$ cat src/rtl/triple_sampler.sv
// triple_sampler: oversampling front end for the 3-input majority voter.
// Aligns to the first transition on din, then captures three samples per bit
// period centred on the bit midpoint (cnt = DIV/2-GAP, DIV/2, DIV/2+GAP) and
// presents them as a/b/c with a valid/ready handshake and a sticky overrun flag.
// Build option: define TRIPLE_SAMPLER_SYNC_EN to insert a 2-flop synchronizer
// on din (adds 2 cycles of din-to-output latency; ports are unchanged).
module triple_sampler #(
  parameter int DIV = 16,
  parameter int GAP = 1
) (
  input  logic clk,
  input  logic rst_n,
  input  logic en,
  input  logic din,
  input  logic out_ready,
  output logic a_out,
  output logic b_out,
  output logic c_out,
  output logic out_valid,
  output logic overrun
);

  localparam int CW = $clog2(DIV);
  localparam logic [CW-1:0] CNT_MAX = CW'(DIV - 1);
  localparam logic [CW-1:0] PT_A    = CW'(DIV / 2 - GAP);
  localparam logic [CW-1:0] PT_B    = CW'(DIV / 2);
  localparam logic [CW-1:0] PT_C    = CW'(DIV / 2 + GAP);

  typedef enum logic [1:0] {
    IDLE   = 2'd0,
    ALIGN  = 2'd1,
    SAMPLE = 2'd2
  } state_t;

  state_t        state;
  state_t        state_nx;
  logic [CW-1:0] cnt;
  logic          din_s;
  logic          din_q;
  logic          din_edge;
  logic          sa;
  logic          sb;
  logic          samp_a;
  logic          samp_b;
  logic          load;

`ifdef TRIPLE_SAMPLER_SYNC_EN
  logic sync1;
  logic sync2;

  // Two-flop synchronizer: din may be asynchronous to clk.
  always_ff @(posedge clk) begin
    if (!rst_n) begin
      sync1 <= 1'b0;
      sync2 <= 1'b0;
    end else begin
      // NOTE: non-blocking assignments make sync1/sync2 a true two-stage
      // pipeline; blocking ones would collapse it into a single flop.
      sync1 <= din;
      sync2 <= sync1;
    end
  end

  assign din_s = sync2;
`else
  assign din_s = din;
`endif

  // One-cycle delayed copy of din_s for transition detection.
  always_ff @(posedge clk) begin
    if (!rst_n) din_q <= 1'b0;
    else        din_q <= din_s;
  end

  assign din_edge = din_s ^ din_q;

  // State register.
  always_ff @(posedge clk) begin
    if (!rst_n) state <= IDLE;
    else        state <= state_nx;
  end

  // Next-state logic: en low forces IDLE; alignment happens once per enable.
  always_comb begin
    // NOTE: default assignment first so no path leaves state_nx unassigned,
    // which would otherwise infer a latch.
    state_nx = state;
    if (!en) begin
      state_nx = IDLE;
    end else begin
      unique case (state)
        IDLE:    state_nx = ALIGN;
        ALIGN:   if (din_edge) state_nx = SAMPLE;
        SAMPLE:  state_nx = SAMPLE;
        default: state_nx = IDLE;
      endcase
    end
  end

  // Output decode: sample-point strobes, only while enabled in SAMPLE.
  always_comb begin
    samp_a = 1'b0;
    samp_b = 1'b0;
    load   = 1'b0;
    if (en && state == SAMPLE) begin
      samp_a = (cnt == PT_A);
      samp_b = (cnt == PT_B);
      load   = (cnt == PT_C);
    end
  end

  // Bit-phase counter: runs only in SAMPLE, wrapping once per bit period.
  always_ff @(posedge clk) begin
    if (!rst_n || !en)        cnt <= '0;
    else if (state == SAMPLE) cnt <= (cnt == CNT_MAX) ? '0 : cnt + 1'b1;
    else                      cnt <= '0;
  end

  // Shadow samples, output triple, handshake and sticky overrun.
  always_ff @(posedge clk) begin
    if (!rst_n) begin
      // NOTE: every flop here is plain control/data state (no memory array),
      // so all of it is reset to give known outputs straight after reset.
      sa        <= 1'b0;
      sb        <= 1'b0;
      a_out     <= 1'b0;
      b_out     <= 1'b0;
      c_out     <= 1'b0;
      out_valid <= 1'b0;
      overrun   <= 1'b0;
    end else begin
      if (samp_a) sa <= din_s;
      if (samp_b) sb <= din_s;
      if (load) begin
        a_out     <= sa;
        b_out     <= sb;
        c_out     <= din_s;
        out_valid <= 1'b1;
        if (out_valid && !out_ready) overrun <= 1'b1;
      end else if (!en) begin
        out_valid <= 1'b0;
      end else if (out_valid && out_ready) begin
        out_valid <= 1'b0;
      end
    end
  end

endmodule

$ cat config.mk
export PLATFORM = sky130hd
export DESIGN_NAME = triple_sampler
export DESIGN_NICKNAME = d
export VERILOG_FILES = /design/src/rtl/triple_sampler.sv
export SDC_FILE = /design/constraint.sdc
export NUM_CORES = 1
export LEC_CHECK = 0
export ABC_AREA = 1
export CAP_MARGIN = 25
export CORE_AREA = 4 4 41 43
export CTS_CLUSTER_SIZE = 12
export DETAILED_ROUTE_END_ITERATION = 7
export DIE_AREA = 0 0 45 47
export PLACE_DENSITY = 0.88
export SLEW_MARGIN = 25
export SYNTH_ARGS = -nofsm -noshare
export SYNTH_HDL_FRONTEND = slang
export SYNTH_SLANG_ARGS = --single-unit
$ cat constraint.sdc
create_clock -name clk -period 2.15 [get_ports clk]
set_input_delay 0.43 -clock clk [delete_from_list [all_inputs] [get_ports clk]]
set_output_delay 0.43 -clock clk [all_outputs]
set_load 0.05 [all_outputs]
==> flow_summary.yaml <==
place:
  hpwl_um: 973
  place_ws_ns: 0.600
  port_buffers: 9
  gp_congestion: 0.727
logic_synthesis:
  yosys-top-cells-area: "dfxtp_1 (40%), inv_1 (12%), ha_1 (11%)"
  ys.flop_type: "dfxtp_1"
  async_flop_share_pct: 0
  syn_area_um2: 709
  postSynthCellCount: 100
  synth_cell_types: 14
  seq_area_frac_synth_pct: 39.5
  synth_top_area_share_pct: 39.5
  yosysTopAreaCell: "dfxtp_1"
  synth-edff-count: 0
  synthTopCellsByCount: "inv_1 (22), nand2_1 (20), nor2_1 (20)"
  yosysWarnings: 0
  ys_ff_latch: 14
  synth.most_common_cell: "inv_1"
  syn_nets: 111
  syn_area_per_cell_um2: 7.09
power_and_ir_drop:
  power.internal_uw: 385
  leakagePower_uw: 0.000403
  sequentialPowerShare_pct: 53.4
  ir_drop_mv: 0.311
  power.switching_uw: 112
  clkPwrFrac_pct: 38.1
  power_uw: 497
  power_density_nw_per_um2: 581
  netSwitchingFraction_pct: 22.5
  pwr-share-comb_pct: 8.5
floorplan:
  ios: 10
  die_h_um: 47
  coreArea_um2: 1300
  fp.dieW_um: 45
  die-area_um2: 2120
  initial_core_util_pct: 54.5
  rows: 13
clock_network:
  cts_root_buffer: "clkbuf_4"
  clkTransAtPathRegs_ns: 0.08
  ctsResizeCount: 0
  cts.htree.levels: 1
  post-cts-setup-buffer-count: 0
  clkLatencyLatePin_ns: 0.28
  cts_tree: "yes"
  cts_hold_buf: 0
  cts_made_buffers: 3
  clk_path_buf_depth: 2
  cts.sinks: 14
grt:
  grt_most_used_layer: "met2"
  grt_start_max_net_pins: 10
  grt_pass1_wl_um: 2130
  grt_overflow: 0
  grt_pass1_vias: 560
  met1_usage_pct: 15.5
  use_met3_pct: 2.30
  grt_use_total_pct: 14.4
  use_met2_pct: 25.4
  antenna_found_initial: 0
timing:
  slew_violations: 0
  tightest_slew_ns: 0.499
  clock_skew_ns: 0.000517
  rsz0062_at_grt: "no"
  max-slew-margin-rel_pct: 66.7
  period_share_pct: 86.1
  fin_ws_ns: 0.299
  hold_slack_ns: 0.448
  fin_setup_tns_ns: 0
  hold_violations: 0
  finalCriticalPeriod_ns: 1.85
  finalSetupViolCount: 0
  clock.fmax_mhz: 540
critical_path:
  cp-end-kind: "output port"
  reg2reg_from: "state[0]"
  path_buf_inv: 1
  crit_start: "overrun"
  reg2reg_depth: 6
  reg2reg_slack_ns: 0.94
  arrival_ns: 1.42
  cp_top_family: "buffers and inverters"
  cp.required_ns: 1.72
  path_class: "reg2out"
  slowest_delay_ns: 0.80
  slowest_stage: "clkdlybuf4s50_1"
  start_kind: "flop"
  path_max_fanout: 2
  crit_chain: "clkdlybuf4s50_1"
  r2r_end: "c_out"
drt:
  drtIter0Drc: 8
  wirelength_um: 1230
  routedWlPerCell_um: 9.59
  firstDrtPassIters: 4
  ant_nets: 0
  drc: 0
  vias: 603
  via_per_inst: 4.71
worst_hold_path:
  hold_path_class: "reg2reg"
  whs_endpoint: "overrun"
  worstHoldPathCells: 2
  min-delay-start: "overrun"
outcome:
  status: "finished, final reports clean"
finish:
  nNetsFinal: 125
  diodes: 0
  area_delta_synth_final_pct: 20.5
  final_layout_size_suffix_gt1_share_pct: 8.85
run:
  drv_cap: 0
## cells in the final DEF (no fill, tap or decap), drive strengths merged
cell type	n
a21oi	1
nor2	20
o21ai	1
nand3	8
ha	6
clkdlybuf4s50	9
buf	1
dfxtp	14
nand2	22
xor2	1
nand4	2
clkbuf	4
inv	22
nor3	2
## final cells by class
class	count	area, um^2
fill	122	447
multi-input combinational	63	339
sequential	14	280
timing repair buffer	10	97.6
inverter	22	82.6
clock buffer	4	36.3
tap	15	18.8
## stage by stage
step | util (%) | instance area, um^2 | instances
2_1_floorplan | - | 709 | 100
3_3_place_gp | 62.9 | 818 | 124
3_5_place_dp | 62.9 | 818 | 124
4_1_cts | 65.7 | 855 | 128
5_1_grt | 65.7 | 855 | 128
6_report | 65.7 | 855 | 128
## routing by layer
layer / up-vias / part of all wire (%)
met5: - / 0
met2: 8 / 52
met1: 265 / 42
met3: 5 / 2.4
met4: 0 / 3.1
li1: 325 / -
## worst max-delay path by stage
stage	to	cells past startpoint
2_1_floorplan	a_out	7
4_1_cts	b_out	1
5_1_grt	b_out	1
6_report	overrun	1
3_3_place_gp	overrun	5
3_5_place_dp	b_out	1
## power by group through the flow
stage	sequential (uW)	combinational [uW]	clock, uW
6_report	265	42.4	189
5_1_grt	266	48.3	209
4_1_cts	265	42.8	196
3_5_place_dp	271	42.3	0
3_3_place_gp	271	40.4	0
2_1_floorplan	271	28.2	0
## cell families (layout without fill, tap and decap cells)
family / after synthesis / in the layout / share of synthesized area (%)
flip-flops: 14 / 14 / 39.5
XOR/XNOR: 1 / 1 / 1.23
adder cells (fa/ha/maj): 6 / 6 / 10.6
buffers and inverters: 23 / 36 / 12.7
AND/OR/NAND/NOR: 54 / 54 / 34.0
AO/OA/AOI/OAI: 2 / 2 / 1.94
## sequential cells by signal, indices dropped and copies added, names as in the netlist
name       cells
c_out          1
b_out          1
din_q          1
sb             1
state          2
a_out          1
cnt            4
sa             1
out_valid      1
overrun        1
Note: power is estimated with default switching activity, not from simulation.
==> RTL edit: new RTL, same settings <==
The parameter `DIV` goes from 16 to 8.
--- a/src/rtl/triple_sampler.sv
+++ b/src/rtl/triple_sampler.sv
@@ -5,7 +5,7 @@
 // Build option: define TRIPLE_SAMPLER_SYNC_EN to insert a 2-flop synchronizer
 // on din (adds 2 cycles of din-to-output latency; ports are unchanged).
 module triple_sampler #(
-  parameter int DIV = 16,
+  parameter int DIV = 8,
   parameter int GAP = 1
 ) (
   input  logic clk,
Behaviour: not the same (Yosys sat finds a counterexample within 10 cycles, from zero or initial values and one cycle with rst_n low).
==> RTL edit against the unedited design <==
- sequential cell count decreased by 1
- power decreased by 12%
- setup slack got worse by 0.010 ns
- combinational power decreased by 5.2%
- register-to-register slack improved by 0.03 ns
- clock skew increased by 0.0025 ns
- global-route usage decreased by 1.5 points
- synthesized cell count decreased by 19%
- design area decreased by 11%
- clock power decreased by 21%
- via count decreased by 17%
- area after synthesis decreased by 12%
- critical path depth unchanged
- wire length decreased by 7.1%
- largest power group unchanged
==> RTL edit: results (changes against the unedited design) <==
metric	value	unit	change
synth_seq_area_share	41.77	%	+2.3 points
track_usage	12.85	%	-1.5 points
clk_path_buf_depth	2		unchanged
setup_slack	0.2887	ns	-0.01047 ns
cts_setup_buffers	0		unchanged
yosys-top-cells-area	dfxtp_1, ha_1, nor2_1, nand2_1, inv_1		
grt_max_degree	8		-2
numCtsBuffers	3		unchanged
placed_area	732.0	µm²	-11%
fill_cells	126		+3.3%
place.gp.congestion	0.7584		+4.4%
drtIter0Drc	1		-7
finClkSkew	0.002975	ns	+0.002458 ns
status	finished, final reports clean		
ff2ff_setup_slack	0.97	ns	+0.03 ns
clk_latency	0.27	ns	
grt_pass1_wl	1945	µm	-8.8%
whs	0.4766	ns	+0.02872 ns
top_regs	cnt: 3 flops, state: 2 flops		
ys_top_cells_by_count	nor2_1, dfxtp_1, nand2_1		
dpl.hpwl	951.1	µm	-2.2%
worstMarginPinSlew	0.4934	ns	-0.005202 ns
grt_pass1_vias	486		-13%
syn_nets	94		-15%
p_leak	0.3455	nW	-14%
ir_worst_vdd	221.4	µV	-29%
dpl_worst_slack	0.5819	ns	-0.01795 ns
wire_per_inst	10.46	µm	+9.1%
vias	499		-17%
port_buffers	9		unchanged
drive_above_1_share	14.89	%	+6.0 points
==> RTL edit: power by group <==
group | internal, mW | switching, mW
combinational | 0.0176 | 0.0226
sequential | 0.244 | 0.00287
clock | 0.0719 | 0.0784
total | 0.334 | 0.104
==> RTL edit: worst paths after layout <==
check	start	to	cells after the start
hold / removal	cnt[0]$_SDFF_PP0_	cnt[0]$_SDFF_PP0_	1
setup reg to reg	state[0]$_SDFFE_PN0P_	a_out$_SDFFE_PN0P_	7
setup / recovery	b_out$_SDFFE_PN0P_	b_out	1
hold reg to reg	cnt[0]$_SDFF_PP0_	cnt[0]$_SDFF_PP0_	1
==> RTL edit: kinds of logic (layout without fill, tap and decap cells) <==
group | Yosys count | after routing | synth area share (%)
AND/OR/NAND/NOR | 37 | 37 | 26.91
buffers and inverters | 16 | 29 | 9.639
flip-flops | 13 | 13 | 41.77
adder cells (fa/ha/maj) | 8 | 8 | 16.06
AO/OA/AOI/OAI | 7 | 7 | 5.622
==> RTL edit: final cells by class <==
type	instances	area (µm²)	area share, %
flip-flops and latches	13	260.3	34.32
repair buffers	9	90.09	11.88
well taps	15	18.77	2.475
inverters	16	60.06	7.921
clock buffers	4	26.28	3.465
multi-input cells	52	302.8	39.93
==> RTL edit: routing by layer <==
metal	global-route usage [%]	up-vias	part of all wire, %
met5	0	-	0
met4	7.018	0	1.4
met3	3.065	2	3.9
met2	22.88	8	53
met1	14.02	221	42
li1	-	268	-
==> RTL edit: stage by stage <==
step / util, % / cells / power, mW
global placement: 56.25 / 105 / 0.2899
CTS: 58.27 / 109 / 0.4439
finish: 58.27 / 109 / 0.4377
floorplan: - / 81 / 0.2767
global route: 58.27 / 109 / 0.4566
detailed placement: 56.25 / 105 / 0.2935
